**src/rtl/connect4_pkg.sv**
```systemverilog
// Shared constants and types for the Connect-4 controller datapath:
// colours, player codes, board and screen dimensions, drawer states.
package connect4_pkg;
    localparam int SCREEN_W = 160;
    localparam int SCREEN_H = 120;
    localparam int COLS     = 7;
    localparam int ROWS     = 6;

    localparam logic [2:0] COL_BLACK  = 3'b000;
    localparam logic [2:0] COL_BLUE   = 3'b001;
    localparam logic [2:0] COL_RED    = 3'b100;
    localparam logic [2:0] COL_YELLOW = 3'b110;

    localparam logic [1:0] P_EMPTY = 2'd0;
    localparam logic [1:0] P1      = 2'd1;
    localparam logic [1:0] P2      = 2'd2;

    typedef enum logic [1:0] {CLEAR, IDLE, DRAW, DONE} state_t;
endpackage

```
**src/rtl/xy_sweep.sv**
```systemverilog
// 2-D raster counter: x runs 0..x_last (inner), y runs 0..y_last (outer).
// last flags the final pixel; the next step wraps back to (0,0).
module xy_sweep (
    input  logic       clk,
    input  logic       reset,
    input  logic       start,
    input  logic       step,
    input  logic [7:0] x_last,
    input  logic [6:0] y_last,
    output logic [7:0] x,
    output logic [6:0] y,
    output logic       last
);
    assign last = (x == x_last) && (y == y_last);

    always_ff @(posedge clk) begin
        if (reset || start) begin
            x <= '0;
            y <= '0;
        end else if (step) begin
            if (x == x_last) begin
                x <= '0;
                y <= last ? 7'd0 : y + 7'd1;
            end else begin
                x <= x + 8'd1;
            end
        end
    end
endmodule

```
**src/rtl/token_drawer.sv**
```systemverilog
// Rasterises Connect-4 board cells into a 160x120 VGA framebuffer, one pixel
// per clock; paints the empty board after reset and pulses draw_done per move.
module token_drawer #(
    parameter int CELL   = 16,
    parameter int MARGIN = 2,
    parameter int X0     = 24,
    parameter int Y0     = 12,
    parameter int COLS   = connect4_pkg::COLS,
    parameter int ROWS   = connect4_pkg::ROWS
) (
    input  logic       clk,
    input  logic       reset,
    input  logic       req_valid,
    input  logic [2:0] req_col,
    input  logic [2:0] req_row,
    input  logic [1:0] req_player,
    output logic [7:0] vga_x,
    output logic [6:0] vga_y,
    output logic [2:0] vga_colour,
    output logic       vga_plot,
    output logic       busy,
    output logic       draw_done
);
    import connect4_pkg::state_t;
    import connect4_pkg::CLEAR;
    import connect4_pkg::IDLE;
    import connect4_pkg::DRAW;
    import connect4_pkg::DONE;
    import connect4_pkg::SCREEN_W;
    import connect4_pkg::SCREEN_H;
    import connect4_pkg::COL_BLACK;
    import connect4_pkg::COL_BLUE;
    import connect4_pkg::COL_RED;
    import connect4_pkg::COL_YELLOW;
    import connect4_pkg::P1;
    import connect4_pkg::P2;

    localparam int         LOG_CELL   = $clog2(CELL);
    localparam logic [7:0] CLR_X_LAST = 8'(SCREEN_W - 1);
    localparam logic [6:0] CLR_Y_LAST = 7'(SCREEN_H - 1);
    localparam logic [8:0] BX_LO      = 9'(X0);
    localparam logic [8:0] BX_HI      = 9'(X0 + COLS * CELL);
    localparam logic [8:0] BY_LO      = 9'(Y0);
    localparam logic [8:0] BY_HI      = 9'(Y0 + ROWS * CELL);

    state_t              state, next_state;
    logic [2:0]          col, row;
    logic [1:0]          player;
    logic                sweep_start, sweep_step, sweep_last;
    logic [7:0]          sx, x_last;
    logic [6:0]          sy, y_last;
    logic                req_ok, in_board;
    logic [8:0]          cx, cy;
    logic [LOG_CELL-1:0] ox, oy;

    // True when an in-cell offset lies inside the hole/token window.
    function automatic logic in_window(input logic [LOG_CELL-1:0] d);
        return (int'(d) >= MARGIN) && (int'(d) <= CELL - 1 - MARGIN);
    endfunction

    xy_sweep sweep (
        .clk    (clk),
        .reset  (reset),
        .start  (sweep_start),
        .step   (sweep_step),
        .x_last (x_last),
        .y_last (y_last),
        .x      (sx),
        .y      (sy),
        .last   (sweep_last)
    );

    always_ff @(posedge clk) begin
        if (reset) begin
            state  <= CLEAR;
            col    <= '0;
            row    <= '0;
            player <= '0;
        end else begin
            state <= next_state;
            if (state == IDLE && req_valid) begin
                col    <= req_col;
                row    <= req_row;
                player <= req_player;
            end
        end
    end

    assign req_ok   = ({1'b0, req_col} < 4'(COLS)) && ({1'b0, req_row} < 4'(ROWS));
    // Row 0 is the bottom of the board, so screen y counts down from the top row.
    assign cx       = 9'(X0) + (9'(col) << LOG_CELL);
    assign cy       = 9'(Y0) + ((9'(ROWS - 1) - 9'(row)) << LOG_CELL);
    assign in_board = ({1'b0, sx} >= BX_LO) && ({1'b0, sx} < BX_HI) &&
                      ({2'b0, sy} >= BY_LO) && ({2'b0, sy} < BY_HI);

    always_comb begin
        next_state  = state;
        sweep_start = 1'b0;
        sweep_step  = 1'b0;
        x_last      = 8'(CELL - 1);
        y_last      = 7'(CELL - 1);
        ox          = sx[LOG_CELL-1:0];
        oy          = sy[LOG_CELL-1:0];
        vga_x       = '0;
        vga_y       = '0;
        vga_colour  = COL_BLACK;
        vga_plot    = 1'b0;
        busy        = 1'b1;
        draw_done   = 1'b0;
        unique case (state)
            CLEAR: begin
                x_last     = CLR_X_LAST;
                y_last     = CLR_Y_LAST;
                sweep_step = 1'b1;
                ox         = LOG_CELL'(sx - 8'(X0));
                oy         = LOG_CELL'(sy - 7'(Y0));
                vga_x      = sx;
                vga_y      = sy;
                vga_plot   = 1'b1;
                if (in_board && !(in_window(ox) && in_window(oy)))
                    vga_colour = COL_BLUE;
                if (sweep_last)
                    next_state = IDLE;
            end
            IDLE: begin
                busy        = 1'b0;
                sweep_start = 1'b1;
                if (req_valid)
                    next_state = req_ok ? DRAW : DONE;
            end
            DRAW: begin
                sweep_step = 1'b1;
                vga_x      = 8'(cx + 9'(sx));
                vga_y      = 7'(cy + 9'(sy));
                vga_plot   = 1'b1;
                if (!(in_window(ox) && in_window(oy)))
                    vga_colour = COL_BLUE;
                else if (player == P1)
                    vga_colour = COL_RED;
                else if (player == P2)
                    vga_colour = COL_YELLOW;
                if (sweep_last)
                    next_state = DONE;
            end
            DONE: begin
                draw_done  = 1'b1;
                next_state = IDLE;
            end
            default: next_state = CLEAR;
        endcase
    end
endmodule
```
**config.mk**
```make
export PLATFORM = sky130hd
export DESIGN_NAME = token_drawer
export DESIGN_NICKNAME = d
export VERILOG_FILES = /design/src/rtl/connect4_pkg.sv /design/src/rtl/xy_sweep.sv /design/src/rtl/token_drawer.sv
export SDC_FILE = /design/constraint.sdc
export NUM_CORES = 1
export LEC_CHECK = 0
export CORE_MARGIN = 4
export CORE_UTILIZATION = 55
export CTS_BUF_LIST = sky130_fd_sc_hd__clkbuf_8
export DETAILED_ROUTE_END_ITERATION = 6
export PLACE_DENSITY = 0.82
export REMOVE_ABC_BUFFERS = 1
export SLEW_MARGIN = 20
export SYNTH_ARGS = -nofsm -noshare
export SYNTH_HDL_FRONTEND = slang
export SYNTH_SLANG_ARGS = --single-unit
```
**constraint.sdc**
```tcl
create_clock -name clk -period 5.2 [get_ports clk]
set_input_delay 1.04 -clock clk [delete_from_list [all_inputs] [get_ports clk]]
set_output_delay 1.04 -clock clk [all_outputs]
set_load 0.02 [all_outputs]
```
==> run summary <==
Status -> complete, no violations
Critical-path top delay cell -> clkdlybuf4s50_1
Filler Cells Inserted -> 301
Post-synth EDFFs -> 0
DP Worst Slack -> 1.77 ns
CTS tree -> built
H-Tree Depth -> 1
Top cell type by total area after synthesis -> dfxtp_1
Worst-Margin Slew -> 0.780 ns
Initial Util -> 0.584
Clock period minus worst slack -> 3.74 ns
Pwr/cell area -> 199 mW/mm^2
Register area share after synthesis -> 0.251
Avg Inst Size Synth -> 7.91 um^2
Num CTS Buffers -> 3
1st-pass router iterations -> 4
CP max stage delay -> 0.61 ns
Main area contributors after synthesis -> dfxtp_1, ha_1, nand2_1
CP startpoint -> sweep.x[5]
Detailed-route via count -> 1818
Finished Core Util -> 0.693
Final worst clock skew -> 0.00478 ns
Final net count -> 321
Final setup fails -> 0
Initial DRC Count -> 107
Largest net degree at the start of global routing -> 23
Worst Path Max Fanout -> 9
WP data required -> 4.16 ns
Worst setup margin -> 1.46 ns
Antenna diodes -> 0
Die H -> 68.2 um
Wire per inst -> 13.8 um
Site row count -> 21
Core ar. -> 0.00342 mm^2
Peak supply drop -> 0.000287 V
Post-CTS Setup Bufs -> 0
Syn-to-layout area delta -> 18.6%
Vias per cell -> 5.61
Final RePlAce weighted congestion -> 0.843
Post-Syn Instances -> 252
Fin crit share -> 0.719
Post-synth ARST share -> 0
Grt ovf -> 0
Drt total wl -> 4480 um
Synth Warn # -> 0
DP HPWL -> 3410 um
RSZ-0062 raised after global routing -> false
Resized Gates After CTS -> 0
IO buf count -> 31
Setup TNS -> 0 ns
Vias in the first global route -> 1654
Max-cap violations -> 0
Hold Buf Count CTS -> 0
Hold Path Origin -> col[1]
Placed Area -> 0.00232 mm^2
Fin area -> 0.00237 mm^2
Post-Layout Cell Count -> 324
# DRC -> 0
RR Startpoint -> state[0]
Final Max Tran Viols -> 0
Hold/Removal Path Class -> flip-flop to flip-flop
Most common cell in the netlist -> ha_1
Critical Path AT -> 2.70 ns
Io pins -> 32
Fmax -> 268 MHz
Clock root cell -> clkbuf_8
Clock-pin slew on the worst setup and hold paths -> 0.10 ns
Placed cell count -> 320
Die ar. -> 0.00465 mm^2
GRT Overall Usage -> 0.208
Min Hold Slack -> 0.474 ns
Initial antenna violation count -> 0
Clk buf depth -> 2
Unique masters post-synth -> 45
Post-synth top area share -> 0.251
Hold Fails Final Rpt -> 0
Max-slew headroom -> 0.480
Worst path most repeated cell -> ha_1
Clk_lat worst skew -> 0.27 ns
Post-Syn Area -> 0.00199 mm^2
Post-synthesis sequential element count -> 25
Die Wd -> 68.2 um
Fraction of layout cells with a size suffix above 1 -> 0.0396
Synth Flop Type -> dfxtp_1
First-pass GRT wire length -> 7470 um
CP Class -> flip-flop to output pin
Worst setup SP type -> flip-flop
# clock sinks -> 25
Final antenna-violating net count -> 0
Most instantiated cells after synthesis -> ha_1, nand2_1, nor2_1, dfxtp_1, inv_1
Tot Pwr -> 0.472 mW
Crit path cell chain -> ha_1 -> ha_1 -> a21o_1 -> a21oi_1 -> xnor2_1 -> a2bb2oi_1 -> clkdlybuf4s50_1
Leak -> 0.910 nW
CP endpoint kind -> output pin
==> layer usage <==
layer  track usage  wire length (um)  part of all wire
met1         0.286              2210              0.49
met2         0.353              2060              0.46
met3        0.0246               170             0.038
met4        0.0372                38            0.0085
met5             0                 0                 0
==> final timing paths <==
path / end / slack [ns] / cells past startpoint
max: vga_x[7] / 1.46 / 7
min reg2reg: col[1] / 0.47 / 2
max reg2reg: state[0] / 2.14 / 7
min: col[1] / 0.47 / 2
==> flip-flops by register name, indices dropped and copies added, names as in the netlist <==
| register | flops |
|---|---|
| sweep.x | 8 |
| sweep.y | 7 |
| col | 3 |
| row | 3 |
| player | 2 |
| state | 2 |
==> cell usage in the layout, fill, tap and decap left out, types with 3 or more instances in the layout <==
master,count
clkdlybuf4s50_1,31
ha_1,30
nand2_1,29
nor2_1,27
dfxtp_1,25
inv_1,20
a21oi_1,19
nand3_1,15
xor2_1,10
xnor2_1,9
nand4_1,9
o21ai_0,8
nand2b_1,5
nor3_1,3
o21ai_1,3
clkbuf_8,3
==> critical path: cells and delay by family, from the launching register on <==
family / cells / cell delay [ns]
AOI/OAI and AO/OA: 3 / 0.49
xor gates and xnor gates: 1 / 0.14
adders and majority gates: 2 / 0.63
buffers and inverters: 1 / 0.61
DFF: 1 / 0.56
==> kinds of logic after synthesis <==
logic type,count (synthesis),synth area share
flip-flops,25,0.251
multiplexers,2,0.0107
AND/OR/NAND/NOR,103,0.264
XOR/XNOR,19,0.0834
AO/OA/AOI/OAI,43,0.132
adder cells (fa/ha/maj),31,0.198
buffers and inverters,29,0.0608
==> layout make-up <==
| cell class | count | area, um^2 | area share |
|---|---|---|---|
| multi-input combinational | 198 | 1370 | 0.580 |
| sequential | 25 | 500 | 0.212 |
| timing repair buffer | 31 | 310 | 0.131 |
| inverter | 20 | 75.1 | 0.0317 |
| tap | 46 | 57.6 | 0.0243 |
| clock buffer | 3 | 41.3 | 0.0175 |
| clock inverter | 1 | 8.76 | 0.00370 |
==> power breakdown <==
part | switching [mW] | total, mW | internal [mW]
Clock | 0.0660 | 0.122 | 0.0561
Sequential | 0.0167 | 0.218 | 0.201
Combinational | 0.0758 | 0.132 | 0.0557
Total | 0.158 | 0.472 | 0.313
No activity file was read; power rests on OpenSTA's default activity.
